--- config.mk ---
export PLATFORM = sky130hd
export DESIGN_NAME = rv_muldiv_iter
export DESIGN_NICKNAME = d
export VERILOG_FILES = /design/src/rtl/rv_muldiv_iter.sv
export SDC_FILE = /design/constraint.sdc
export NUM_CORES = 1
export LEC_CHECK = 0
export CORE_UTILIZATION = 50
export DETAILED_ROUTE_END_ITERATION = 7
export GPL_ROUTABILITY_DRIVEN = 0
export PLACE_DENSITY = 0.69
export REMOVE_ABC_BUFFERS = 1
export SYNTH_ARGS = -nofsm -noshare
export SYNTH_HDL_FRONTEND = slang
export SYNTH_SLANG_ARGS = --single-unit
--- constraint.sdc ---
create_clock -name clock -period 6.7 [get_ports clock]
set_clock_uncertainty 0.2 [all_clocks]
set_input_delay 2.01 -clock clock [delete_from_list [all_inputs] [get_ports clock]]
set_output_delay 2.01 -clock clock [all_outputs]
set_load 0.02 [all_outputs]
--- src/rtl/rv_muldiv_iter.sv ---
// Iterative radix-2 RV32/64 M-extension unit: shift-add multiply, restoring divide,
// one step per cycle behind a valid/ready request/response handshake.
module rv_muldiv_iter #(
    parameter int XLEN         = 32,
    parameter bit FAST_SPECIAL = 1'b1
) (
    input  logic            clock,
    input  logic            reset_n,
    input  logic            flush,
    input  logic            req_valid,
    output logic            req_ready,
    input  logic [2:0]      req_funct3,
    input  logic [XLEN-1:0] req_op1,
    input  logic [XLEN-1:0] req_op2,
    output logic            resp_valid,
    input  logic            resp_ready,
    output logic [XLEN-1:0] resp_data,
    output logic            busy
);
    // state | meaning
    // IDLE  | waiting for a request
    // CALC  | iterating (counter > 0), or finalising sign fix (counter == 0)
    // DONE  | result held on resp_data until consumed
    typedef enum logic [1:0] {S_IDLE, S_CALC, S_DONE} state_t;

    localparam int CW = $clog2(XLEN + 1);
    localparam logic [XLEN-1:0] MOST_NEG = {1'b1, {(XLEN-1){1'b0}}};

    state_t state, state_nx;

    logic [2:0]        funct3_q;
    logic              neg_q;
    logic              special_q;
    logic [XLEN-1:0]   opb_q;
    logic [2*XLEN-1:0] acc_q;
    logic [XLEN-1:0]   rem_q;
    logic [CW-1:0]     count_q;
    logic [XLEN-1:0]   result_q;
    logic              resp_valid_q;

    logic              accept;
    logic              abs1_en, abs2_en, s1, s2, neg_in;
    logic [XLEN-1:0]   mag1, mag2;
    logic              div_zero, div_ovf, special;
    logic [XLEN-1:0]   special_res;
    logic [XLEN:0]     mul_sum;
    logic [XLEN:0]     div_shift, div_diff;
    logic              div_ge;
    logic [2*XLEN-1:0] prod;
    logic [XLEN-1:0]   quot, remv, final_res;

    assign req_ready  = (state == S_IDLE) && !flush;
    assign busy       = (state != S_IDLE);
    assign resp_valid = resp_valid_q;
    assign resp_data  = result_q;
    assign accept     = req_valid && req_ready;

    always_comb begin
        abs1_en = (req_funct3 == 3'b001) || (req_funct3 == 3'b010) ||
                  (req_funct3 == 3'b100) || (req_funct3 == 3'b110);
        abs2_en = (req_funct3 == 3'b001) || (req_funct3 == 3'b100) ||
                  (req_funct3 == 3'b110);
        s1   = abs1_en && req_op1[XLEN-1];
        s2   = abs2_en && req_op2[XLEN-1];
        mag1 = s1 ? -req_op1 : req_op1;
        mag2 = s2 ? -req_op2 : req_op2;
        // A zero divisor keeps the all-ones quotient unsigned-looking, so the slow path matches
        unique case (req_funct3)
            3'b001:  neg_in = s1 ^ s2;
            3'b010:  neg_in = s1;
            3'b100:  neg_in = (s1 ^ s2) && (req_op2 != '0);
            3'b110:  neg_in = s1;
            default: neg_in = 1'b0;
        endcase
        div_zero = req_funct3[2] && (req_op2 == '0);
        div_ovf  = req_funct3[2] && !req_funct3[0] &&
                   (req_op1 == MOST_NEG) && (req_op2 == '1);
        special  = FAST_SPECIAL && (div_zero || div_ovf);
        if (div_zero)
            special_res = req_funct3[1] ? req_op1 : '1;
        else
            special_res = req_funct3[1] ? '0 : MOST_NEG;
    end

    always_comb begin
        mul_sum   = {1'b0, acc_q[2*XLEN-1:XLEN]} + (acc_q[0] ? {1'b0, opb_q} : '0);
        div_shift = {rem_q, acc_q[XLEN-1]};
        div_diff  = div_shift - {1'b0, opb_q};
        div_ge    = !div_diff[XLEN];
        prod      = neg_q ? -acc_q : acc_q;
        quot      = neg_q ? -acc_q[XLEN-1:0] : acc_q[XLEN-1:0];
        remv      = neg_q ? -rem_q : rem_q;
        unique case (funct3_q)
            3'b000:                 final_res = prod[XLEN-1:0];
            3'b001, 3'b010, 3'b011: final_res = prod[2*XLEN-1:XLEN];
            3'b100, 3'b101:         final_res = quot;
            default:                final_res = remv;
        endcase
    end

    always_comb begin
        state_nx = state;
        unique case (state)
            S_IDLE:  if (accept) state_nx = S_CALC;
            S_CALC:  if (count_q == '0) state_nx = S_DONE;
            S_DONE:  if (resp_ready) state_nx = S_IDLE;
            default: state_nx = S_IDLE;
        endcase
        if (flush) state_nx = S_IDLE;
    end

    always_ff @(posedge clock or negedge reset_n) begin
        if (!reset_n) begin
            state        <= S_IDLE;
            funct3_q     <= '0;
            neg_q        <= 1'b0;
            special_q    <= 1'b0;
            opb_q        <= '0;
            acc_q        <= '0;
            rem_q        <= '0;
            count_q      <= '0;
            result_q     <= '0;
            resp_valid_q <= 1'b0;
        end else begin
            state <= state_nx;
            unique case (state)
                S_IDLE: if (accept) begin
                    funct3_q  <= req_funct3;
                    neg_q     <= neg_in;
                    special_q <= special;
                    opb_q     <= req_funct3[2] ? mag2 : mag1;
                    acc_q     <= {{XLEN{1'b0}}, (req_funct3[2] ? mag1 : mag2)};
                    rem_q     <= '0;
                    // Special cases skip iteration: one finalising CALC cycle, then DONE
                    count_q   <= special ? '0 : CW'(XLEN);
                    if (special) result_q <= special_res;
                end
                S_CALC: begin
                    if (count_q != '0) begin
                        count_q <= count_q - CW'(1);
                        if (funct3_q[2]) begin
                            rem_q            <= div_ge ? div_diff[XLEN-1:0] : div_shift[XLEN-1:0];
                            acc_q[XLEN-1:0] <= {acc_q[XLEN-2:0], div_ge};
                        end else begin
                            acc_q <= {mul_sum, acc_q[XLEN-1:1]};
                        end
                    end else begin
                        if (!special_q) result_q <= final_res;
                        resp_valid_q <= 1'b1;
                    end
                end
                S_DONE: if (resp_ready) resp_valid_q <= 1'b0;
                default: ;
            endcase
            if (flush) resp_valid_q <= 1'b0;
        end
    end
endmodule

==> results of run 1 <==
[metal layers]
layer	track usage [%]	wire, um
met1	45.66	23050
met2	51.66	23600
met3	5.551	4930
met4	16.41	2329
met5	0	0
[power by group]
part           leakage (nW)  internal [W]  switching (W)  total [W]
logic                  5.02       0.00203        0.00292    0.00496
clock network         0.304      0.000603       0.000486    0.00109
registers              2.13       0.00140       0.000678    0.00208
[logic make-up (layout without fill, tap and decap cells)]
group           Yosys count  in the layout  share of synthesized area, %
flops                   174            174                         27.54
xor+xnor                203            203                         11.25
simple gates            648            648                         19.48
fa+ha+maj                73             73                         5.872
compound gates          678            678                         26.37
buf+inv                 191            237                         4.677
mux                      75             75                         4.812
[sequential cells by signal, indices dropped and copies added, names as in the netlist]
signal and count:
acc_q 64, opb_q 32, rem_q 32, resp_data 32, count_q 6, funct3_q 3, state 2, neg_q 1
resp_valid 1, special_q 1
[worst paths after layout]
check	start	endpoint	slack [ns]	cells past startpoint
max	flush	req_ready	1.18	3
min	opb_q[19]	opb_q[19]	0.29	2
max reg2reg	acc_q[0]	acc_q[62]	1.79	12
min reg2reg	opb_q[19]	opb_q[19]	0.29	2
max in group asynchronous	reset_n	acc_q[36]	3.62	2
min in group asynchronous	reset_n	acc_q[5]	1.38	1
[worst reg2reg max path, stage by stage, from the launching register on]
cell and delay [ns]:
sky130_fd_sc_hd__dfrtp_1 0.52, sky130_fd_sc_hd__inv_1 0.79, sky130_fd_sc_hd__nor2_1 0.15, sky130_fd_sc_hd__ha_1 0.41
sky130_fd_sc_hd__a21o_1 0.21, sky130_fd_sc_hd__a21o_1 0.19, sky130_fd_sc_hd__a211o_1 0.30, sky130_fd_sc_hd__a21oi_1 0.26
sky130_fd_sc_hd__o21ai_0 0.31, sky130_fd_sc_hd__a2111oi_1 0.88, sky130_fd_sc_hd__o21ai_0 0.26, sky130_fd_sc_hd__xnor2_1 0.18
sky130_fd_sc_hd__o21ai_0 0.08
[area by class of cell]
type	count	area, um^2	area share, %
clock inverter	14	176.4	0.9948
tap	396	495.5	2.794
inverter	76	285.3	1.609
clock buffer	18	439.2	2.477
timing repair buffer	129	1230	6.936
sequential	174	4357	24.57
multi-input combinational	1677	10750	60.62
[stage by stage]
stage               total power [W]  worst slack, ns  area, um^2
finish                     0.008123            1.184       17730
global route               0.008702            1.130       17730
CTS                        0.008002            1.184       17730
detailed placement         0.006874            1.069       17120
global placement           0.006802            1.203       17120
floorplan                  0.005441           0.4549       15360
[placed cells by master, fill, tap and decap left out, drive strengths merged, types with 6 or more instances in the layout]
cell           count
o22ai             28
o31ai             38
o211ai            26
nand3             27
a21oi            158
buf               25
clkbuf            18
nor2             186
o21a              13
mux2i             67
o22a              11
and2              10
o21ai            245
xnor2             98
xor2             105
o21bai             9
or3               23
a22o               8
nor4              17
nor3              51
o41ai             18
or4               22
nor2b             10
o311ai             6
ha                71
nand2b            20
a211oi            17
and3               7
or2               15
inv               81
mux2               8
clkdlybuf4s50    104
dfrtp            174
a21o              32
a31oi             20
nand4             21
nand2            222
==> flow_summary.json, run 1 <==
{
  "path_class": "primary input to output pin",
  "min_path_type": "flip-flop to flip-flop",
  "design.core.area_um2": 30830,
  "drt-total-wl_um": 53910,
  "drc": 1,
  "status": "finished, violations left",
  "global_route.usage.total_pct": 33.56,
  "fin_crit_sh_pct": 82.33,
  "clk_root_buf": "sky130_fd_sc_hd__clkbuf_16",
  "fp.dieW_um": 179.8,
  "clock_tree.htree_level_count": 4,
  "timing.setup.tns_ns": 0,
  "syn2layout_area_growth_pct": 12.16,
  "synth_flop_cell": "sky130_fd_sc_hd__dfrtp_1",
  "synth.avg_cell_area_um2": 7.742,
  "finalNonFillerCells": 2484,
  "placed_cells": 2452,
  "postRouteAntennaNets": 0,
  "final.fill_count": 2744,
  "grt_antenna_before_repair": 0,
  "cts_num_sinks": 174,
  "mappedNetlistArea_um2": 15810,
  "fp-row-count": 64,
  "clk_transition_reported_paths_ns": 0.08,
  "synth_common_cells": "sky130_fd_sc_hd__o21ai_0, sky130_fd_sc_hd__nand2_1, sky130_fd_sc_hd__nor2_1",
  "crit_top_cell": "sky130_fd_sc_hd__clkdlybuf4s50_1",
  "final_hold_violation_count": 0,
  "report.final.setup_viol": 0,
  "tritoncts": "built",
  "ioPinCount": 107,
  "cts_buffer_depth": 2,
  "violations": "DRC",
  "drive_gt1_share_pct": 5.125,
  "port_buffers": 106,
  "cap_violations": 0,
  "worstMarginPinSlew_ns": 1.246,
  "vias": 15860,
  "detail_route.iter0.violations": 1781,
  "worst_skew_pair.late_latency_ns": 0.47,
  "cts_resized": 0,
  "cts_setup_buffers": 0,
  "dp_hpwl_um": 40920,
  "post_layout_minimum_cycle_time_ns": 5.516,
  "avgViaCountPerCell": 6.384,
  "drt-pass1-iter-count": 8,
  "path_cells": "clkdlybuf4s50_1 > nor2_1 > clkdlybuf4s50_1",
  "irDropWorstVdd_uv": 276.9,
  "pwrdens_nw_per_um2": 458.1,
  "startpoint_type": "primary input",
  "cts_buffers": 17,
  "antenna_cells_inserted": 0,
  "yosysUniqueCellTypes": 84,
  "critPathSlowestCell": "sky130_fd_sc_hd__clkdlybuf4s50_1",
  "yosys.area.top_type_share_pct": 27.54,
  "post-route-util_pct": 57.52,
  "ys_seq_elements": 174,
  "synthesis.instances": 2042,
  "grt-ovfl-total": 0,
  "die_area_um2": 32340,
  "grt_first_pass_wirelength_um": 85060,
  "yosysMostFrequentCell": "sky130_fd_sc_hd__o21ai_0",
  "yosys_warnings": 0,
  "worst_slew_margin_relative_to_its_limit_pct": 16.61,
  "grt_max_degree": 85,
  "rsz0062_at_grt": "no",
  "final_nets": 2220,
  "maxClockFrequency_ghz": 0.1813,
  "grt_pass1_vias": 14990,
  "p_leak_nw": 7.453,
  "timing.critical_path.buf_inv": 2,
  "critPathTopFamily": "buffers and inverters",
  "slew_violations": 0,
  "timing.hold.ws_ns": 0.2932,
  "hold_buffers": 0,
  "starting_density_of_the_core_pct": 51.28,
  "element_type_at_the_critical_path_end": "output pin",
  "synth_top_area_cell": "sky130_fd_sc_hd__dfrtp_1",
  "crit_path_max_incr_delay_ns": 0.63,
  "die_span_in_y_um": 179.8,
  "synth-seq-area-share_pct": 27.54,
  "crit_path_max_fo": 4,
  "required_time_worst_endpoint_ns": 4.49,
  "crit_arrival_ns": 3.31,
  "synthTopCellsByArea": "sky130_fd_sc_hd__dfrtp_1, sky130_fd_sc_hd__o21ai_0, sky130_fd_sc_hd__xor2_1, sky130_fd_sc_hd__ha_1, sky130_fd_sc_hd__xnor2_1",
  "synth-edff-count": 0,
  "async_reset_ff_share_pct": 100.0,
  "route.detailed.wl_per_inst_um": 21.70
}
No activity file was read; power rests on OpenSTA's default activity.
==> run 2: changes to the inputs <==
==> constraint.sdc (replaced) <==
create_clock -name clock -period 5.6 [get_ports clock]
set_clock_uncertainty 0.2 [all_clocks]
set_input_delay 1.68 -clock clock [delete_from_list [all_inputs] [get_ports clock]]
set_output_delay 1.68 -clock clock [all_outputs]
set_load 0.02 [all_outputs]
==> flow_summary.json, run 2 (synthesis gave the netlist of run 1 again) <==
{
  "status": "finished, violations left",
  "violations": "DRC",
  "tritoncts": "built",
  "global_route.usage.total_pct": 33.17,
  "placed_cells": 2457,
  "element_type_at_the_critical_path_end": "output pin",
  "maxClockFrequency_ghz": 0.2059,
  "path_class": "primary input to output pin",
  "cts_buffer_depth": 2,
  "postRouteAntennaNets": 0,
  "max_ffs_per_register": 64,
  "hold_buffers": 0,
  "p_leak_nw": 7.495,
  "post_layout_minimum_cycle_time_ns": 4.856,
  "ioPinCount": 107,
  "avgViaCountPerCell": 6.394,
  "worst_slew_margin_relative_to_its_limit_pct": 17.18,
  "drc": 2,
  "final_nets": 2225,
  "cts_setup_buffers": 0,
  "required_time_worst_endpoint_ns": 3.72,
  "irDropWorstVdd_uv": 350.4,
  "fin_crit_sh_pct": 86.72,
  "slew_violations": 0,
  "grt_pass1_vias": 15000,
  "finalPower_w": 0.009808,
  "final_hold_violation_count": 0,
  "grt-ovfl-total": 0,
  "drt-pass1-iter-count": 8,
  "port_buffers": 106,
  "cts_resized": 0,
  "crit_path_max_fo": 4,
  "worst_skew_pair.late_latency_ns": 0.47,
  "route.detailed.wl_per_inst_um": 21.68,
  "ff2ff_path_depth": 13,
  "clock_tree.htree_level_count": 4,
  "layout.cells.most_common": "sky130_fd_sc_hd__o21ai_0",
  "grt_max_degree": 80,
  "dp_hpwl_um": 41030,
  "timing.setup.tns_ns": 0,
  "grt_antenna_before_repair": 1,
  "crit_arrival_ns": 2.98,
  "register_to_register_setup_slack_ns": 0.99,
  "timing.critical_path.from": "flush",
  "grt_first_pass_wirelength_um": 84110,
  "clk_root_buf": "sky130_fd_sc_hd__clkbuf_16",
  "post-route-util_pct": 57.85,
  "cts_buffers": 17,
  "pwrdens_nw_per_um2": 550.0,
  "final_cell_mix": "sky130_fd_sc_hd__o21ai_0, sky130_fd_sc_hd__nand2_1, sky130_fd_sc_hd__nor2_1, sky130_fd_sc_hd__dfrtp_1, sky130_fd_sc_hd__a21oi_1",
  "detail_route.iter0.violations": 1715,
  "clk_transition_reported_paths_ns": 0.07,
  "drive_gt1_share_pct": 5.351,
  "die_area_um2": 32340,
  "min_path_type": "flip-flop to flip-flop",
  "finalNonFillerCells": 2490,
  "fp.dieW_um": 179.8,
  "largest-register": "acc_q",
  "drt-total-wl_um": 53990,
  "vias": 15920,
  "cts_num_sinks": 174,
  "syn2layout_area_growth_pct": 12.80,
  "endpoint": "req_ready",
  "worstMarginPinSlew_ns": 1.238,
  "die_span_in_y_um": 179.8,
  "cap_violations": 0,
  "startpoint_type": "primary input",
  "report.final.setup_viol": 0,
  "reg2reg_from": "acc_q[0]",
  "fp-row-count": 64,
  "worstReg2RegEnd": "acc_q[62]",
  "rsz0062_at_grt": "no",
  "design.core.area_um2": 30830,
  "starting_density_of_the_core_pct": 51.28
}
==> run 2: changes by cell type in the layout (fill, tap and decap cells not counted) <==
| cell | before | now |
|---|---|---|
| sky130_fd_sc_hd__diode_2 | 0 | 1 |
| sky130_fd_sc_hd__buf_4 | 23 | 26 |
| sky130_fd_sc_hd__inv_8 | 1 | 0 |
| sky130_fd_sc_hd__bufinv_16 | 3 | 4 |
| sky130_fd_sc_hd__clkinv_2 | 3 | 0 |
| sky130_fd_sc_hd__clkinv_4 | 1 | 3 |
| sky130_fd_sc_hd__clkbuf_8 | 1 | 2 |
| sky130_fd_sc_hd__buf_12 | 0 | 2 |
==> run 2: final cells by class <==
class | instances | area, um^2
well taps | 396 | 495.5
repair buffers | 134 | 1292
inverters | 76 | 285.3
multi-input cells | 1677 | 10750
diodes | 1 | 2.502
clock buffers | 19 | 452.9
flip-flops and latches | 174 | 4357
fillers | 2782 | 13000
clock inverters | 13 | 197.7
==> run 2: worst min path at each step <==
stage	depth (start not counted)	startpoint	slack [ns]	end
floorplan	2	opb_q[10]	0.25	opb_q[10]
global placement	2	opb_q[21]	0.27	opb_q[21]
detailed placement	2	opb_q[18]	0.27	opb_q[18]
CTS	2	opb_q[18]	0.29	opb_q[18]
global route	2	opb_q[21]	0.32	opb_q[21]
finish	2	opb_q[18]	0.29	opb_q[18]
==> run 2: routing by layer <==
| layer | routed length [um] | global-route usage [%] | up-vias |
|---|---|---|---|
| li1 | - | - | 7470 |
| met2 | 24090 | 51.39 | 776 |
| met1 | 23240 | 45.50 | 7549 |
| met3 | 4484 | 5.693 | 123 |
| met4 | 2169 | 14.21 | 2 |
| met5 | 9 | 0 | - |
==> run 2: per-stage QoR <==
| step | area, um^2 | worst slack, ns | hold WS (ns) |
|---|---|---|---|
| 5_1_grt | 17830 | 0.6428 | 0.3229 |
| 3_3_place_gp | 17180 | 0.5752 | 0.2653 |
| 4_1_cts | 17830 | 0.7406 | 0.2879 |
| 2_1_floorplan | 15360 | -0.6451 | 0.2498 |
| 3_5_place_dp | 17180 | 0.4586 | 0.2710 |
| 6_report | 17830 | 0.7439 | 0.2851 |
==> run 2: power by group <==
part | switching, W | internal [W]
combinational | 0.00352 | 0.00244
sequential | 0.000813 | 0.00168
clock | 0.000581 | 0.000780
==> run 2: critical path, cell delays in order <==
cell,delay (ns)
sky130_fd_sc_hd__clkdlybuf4s50_1,0.48
sky130_fd_sc_hd__nor2_1,0.19
sky130_fd_sc_hd__clkdlybuf4s50_1,0.63
==> run 3: changes to the inputs <==
==> constraint.sdc (replaced) <==
create_clock -name clock -period 6.2 [get_ports clock]
set_clock_uncertainty 0.2 [all_clocks]
set_input_delay 1.86 -clock clock [delete_from_list [all_inputs] [get_ports clock]]
set_output_delay 1.86 -clock clock [all_outputs]
set_load 0.02 [all_outputs]
==> flow_summary.json, run 3 (synthesis gave the netlist of run 1 again) <==
{
  "min_path_type": "flip-flop to flip-flop",
  "crit_path_max_incr_delay_ns": 0.63,
  "die_span_in_y_um": 179.8,
  "final_hold_violation_count": 0,
  "grt-ovfl-total": 0,
  "tritoncts": "built",
  "rsz0062_at_grt": "no",
  "crit_path_max_fo": 4,
  "register_to_register_setup_slack_ns": 1.73,
  "worst_hold_startpoint": "opb_q[5]",
  "avgViaCountPerCell": 6.397,
  "fp-row-count": 64,
  "post-route-util_pct": 57.65,
  "cts_buffers": 17,
  "grt_first_pass_wirelength_um": 85300,
  "cts_buffer_depth": 2,
  "slew_violations": 0,
  "drc": 1,
  "route.detailed.wl_per_inst_um": 21.74,
  "maxClockFrequency_ghz": 0.1921,
  "port_buffers": 106,
  "report.final.setup_viol": 0,
  "detail_route.iter0.violations": 1855,
  "fraction_of_power_spent_switching_nets_pct": 50.31,
  "final_cell_mix": "sky130_fd_sc_hd__o21ai_0, sky130_fd_sc_hd__nand2_1, sky130_fd_sc_hd__nor2_1, sky130_fd_sc_hd__dfrtp_1, sky130_fd_sc_hd__a21oi_1",
  "die_area_um2": 32340,
  "clock_power_share_pct": 13.4,
  "pwrdens_nw_per_um2": 495.8,
  "timing.critical_path.buf_inv": 2,
  "cts_num_sinks": 174,
  "timing.hold.ws_ns": 0.2860,
  "vias": 15900,
  "final_nets": 2222,
  "path_class": "primary input to output pin",
  "placement.cell_area_um2": 17160,
  "grt_max_degree": 95,
  "cts_setup_buffers": 0,
  "required_time_worst_endpoint_ns": 4.14,
  "comb_pwr_share_pct": 61.1,
  "drive_gt1_share_pct": 5.120,
  "fp.dieW_um": 179.8,
  "crit_top_cell": "sky130_fd_sc_hd__clkdlybuf4s50_1",
  "clk_transition_reported_paths_ns": 0.07,
  "timing.setup.tns_ns": 0,
  "portion_of_total_power_attributed_to_sequential_cells_pct": 25.5,
  "clock_tree.htree_level_count": 4,
  "element_type_at_the_critical_path_end": "output pin",
  "syn2layout_area_growth_pct": 12.41,
  "internal-power_w": 0.004379,
  "violations": "DRC",
  "grt_antenna_before_repair": 0,
  "p_leak_nw": 7.461,
  "cts_resized": 0,
  "postRouteAntennaNets": 0,
  "switching_power_of_the_nets_w": 0.004433,
  "startpoint_type": "primary input",
  "drt-pass1-iter-count": 8,
  "crit_arrival_ns": 3.15,
  "hold_buffers": 0,
  "final.fill_count": 2808,
  "post_layout_minimum_cycle_time_ns": 5.206,
  "count_of_cells_along_the_worst_hold_path": 2,
  "layout.cells.most_common": "sky130_fd_sc_hd__o21ai_0",
  "dp_hpwl_um": 41080,
  "global_route.usage.total_pct": 33.58,
  "worstReg2RegEnd": "acc_q[62]",
  "design_area_um2": 17770,
  "worstMarginPinSlew_ns": 1.152,
  "critPathTopFamily": "buffers and inverters",
  "grt_pass1_vias": 14830,
  "cap_violations": 0,
  "drt-total-wl_um": 54040,
  "status": "finished, violations left",
  "design.core.area_um2": 30830,
  "worst_skew_pair.late_latency_ns": 0.46,
  "ff2ff_path_depth": 13,
  "max_ffs_per_register": 64,
  "path_cells": "clkdlybuf4s50_1 > nor2_1 > clkdlybuf4s50_1",
  "fin_crit_sh_pct": 83.97,
  "largest-register": "acc_q",
  "reg2reg_from": "acc_q[0]",
  "hold_end": "opb_q[5]",
  "irDropWorstVdd_uv": 300.5,
  "worst_slew_margin_relative_to_its_limit_pct": 22.92,
  "clk_root_buf": "sky130_fd_sc_hd__clkbuf_16",
  "starting_density_of_the_core_pct": 51.28,
  "ioPinCount": 107,
  "antenna_cells_inserted": 0,
  "critPathSlowestCell": "sky130_fd_sc_hd__clkdlybuf4s50_1"
}
run 3: changes by cell type in the layout (fill, tap and decap cells not counted):
cell / previous run / this run
sky130_fd_sc_hd__diode_2: 1 / 0
sky130_fd_sc_hd__bufinv_16: 4 / 3
sky130_fd_sc_hd__clkbuf_1: 0 / 2
sky130_fd_sc_hd__clkinv_4: 3 / 0
sky130_fd_sc_hd__buf_4: 26 / 23
sky130_fd_sc_hd__clkinv_2: 0 / 1
sky130_fd_sc_hd__clkinvlp_4: 1 / 2
run 3: cell type report:
| cell class | instances | area (um^2) | share of cell area, % |
|---|---|---|---|
| clock buffer | 21 | 460.4 | 2.591 |
| clock inverter | 11 | 153.9 | 0.8660 |
| inverter | 76 | 285.3 | 1.605 |
| multi-input combinational | 1677 | 10750 | 60.49 |
| sequential | 174 | 4357 | 24.51 |
| tap | 396 | 495.5 | 2.788 |
| timing repair buffer | 131 | 1270 | 7.146 |
run 3: metal layers:
layer | up-vias | GRT usage, % | routed length [um] | share of wire, %
li1 | 7457 | - | - | -
met1 | 7540 | 46.64 | 23420 | 43
met2 | 780 | 51.46 | 23730 | 44
met3 | 127 | 5.450 | 4651 | 8.6
met4 | 0 | 14.62 | 2235 | 4.1
met5 | - | 0 | 0 | 0
run 3: worst max path at each step:
stage,from,endpoint,slack (ns),cells after the start
after floorplan,acc_q[31],rem_q[25],-0.05,11
after global placement,req_op1[7],resp_data[28],0.90,10
after detailed placement,req_op1[7],resp_data[28],0.78,10
after CTS,flush,req_ready,1.0,3
after global routing,flush,req_ready,0.94,3
final,flush,req_ready,0.99,3
run 3: per-stage QoR:
step	setup WS [ns]	std cells	power, W
floorplan	-0.04506	1927	0.005879
global placement	0.9025	2454	0.007353
detailed placement	0.7801	2454	0.007453
CTS	0.9957	2486	0.008672
global route	0.9386	2486	0.009408
finish	0.9938	2486	0.008811
run 3: worst reg2reg max path: cells and delay by family (launching register included):
kind / cells / cell delay [ns]
xor gates and xnor gates: 1 / 0.19
AOI/OAI and AO/OA: 8 / 2.49
adders and majority gates: 1 / 0.40
DFF: 1 / 0.50
and+or+nand+nor: 1 / 0.12
buffers and inverters: 2 / 0.41
run 3: power by group through the flow:
stage	combinational, W	clock, W	sequential [W]
final	0.00539	0.00118	0.00224
after global routing	0.00590	0.00123	0.00228
after CTS	0.00528	0.00118	0.00220
after detailed placement	0.00524	0	0.00222
after global placement	0.00515	0	0.00221
after floorplan	0.00384	0	0.00204
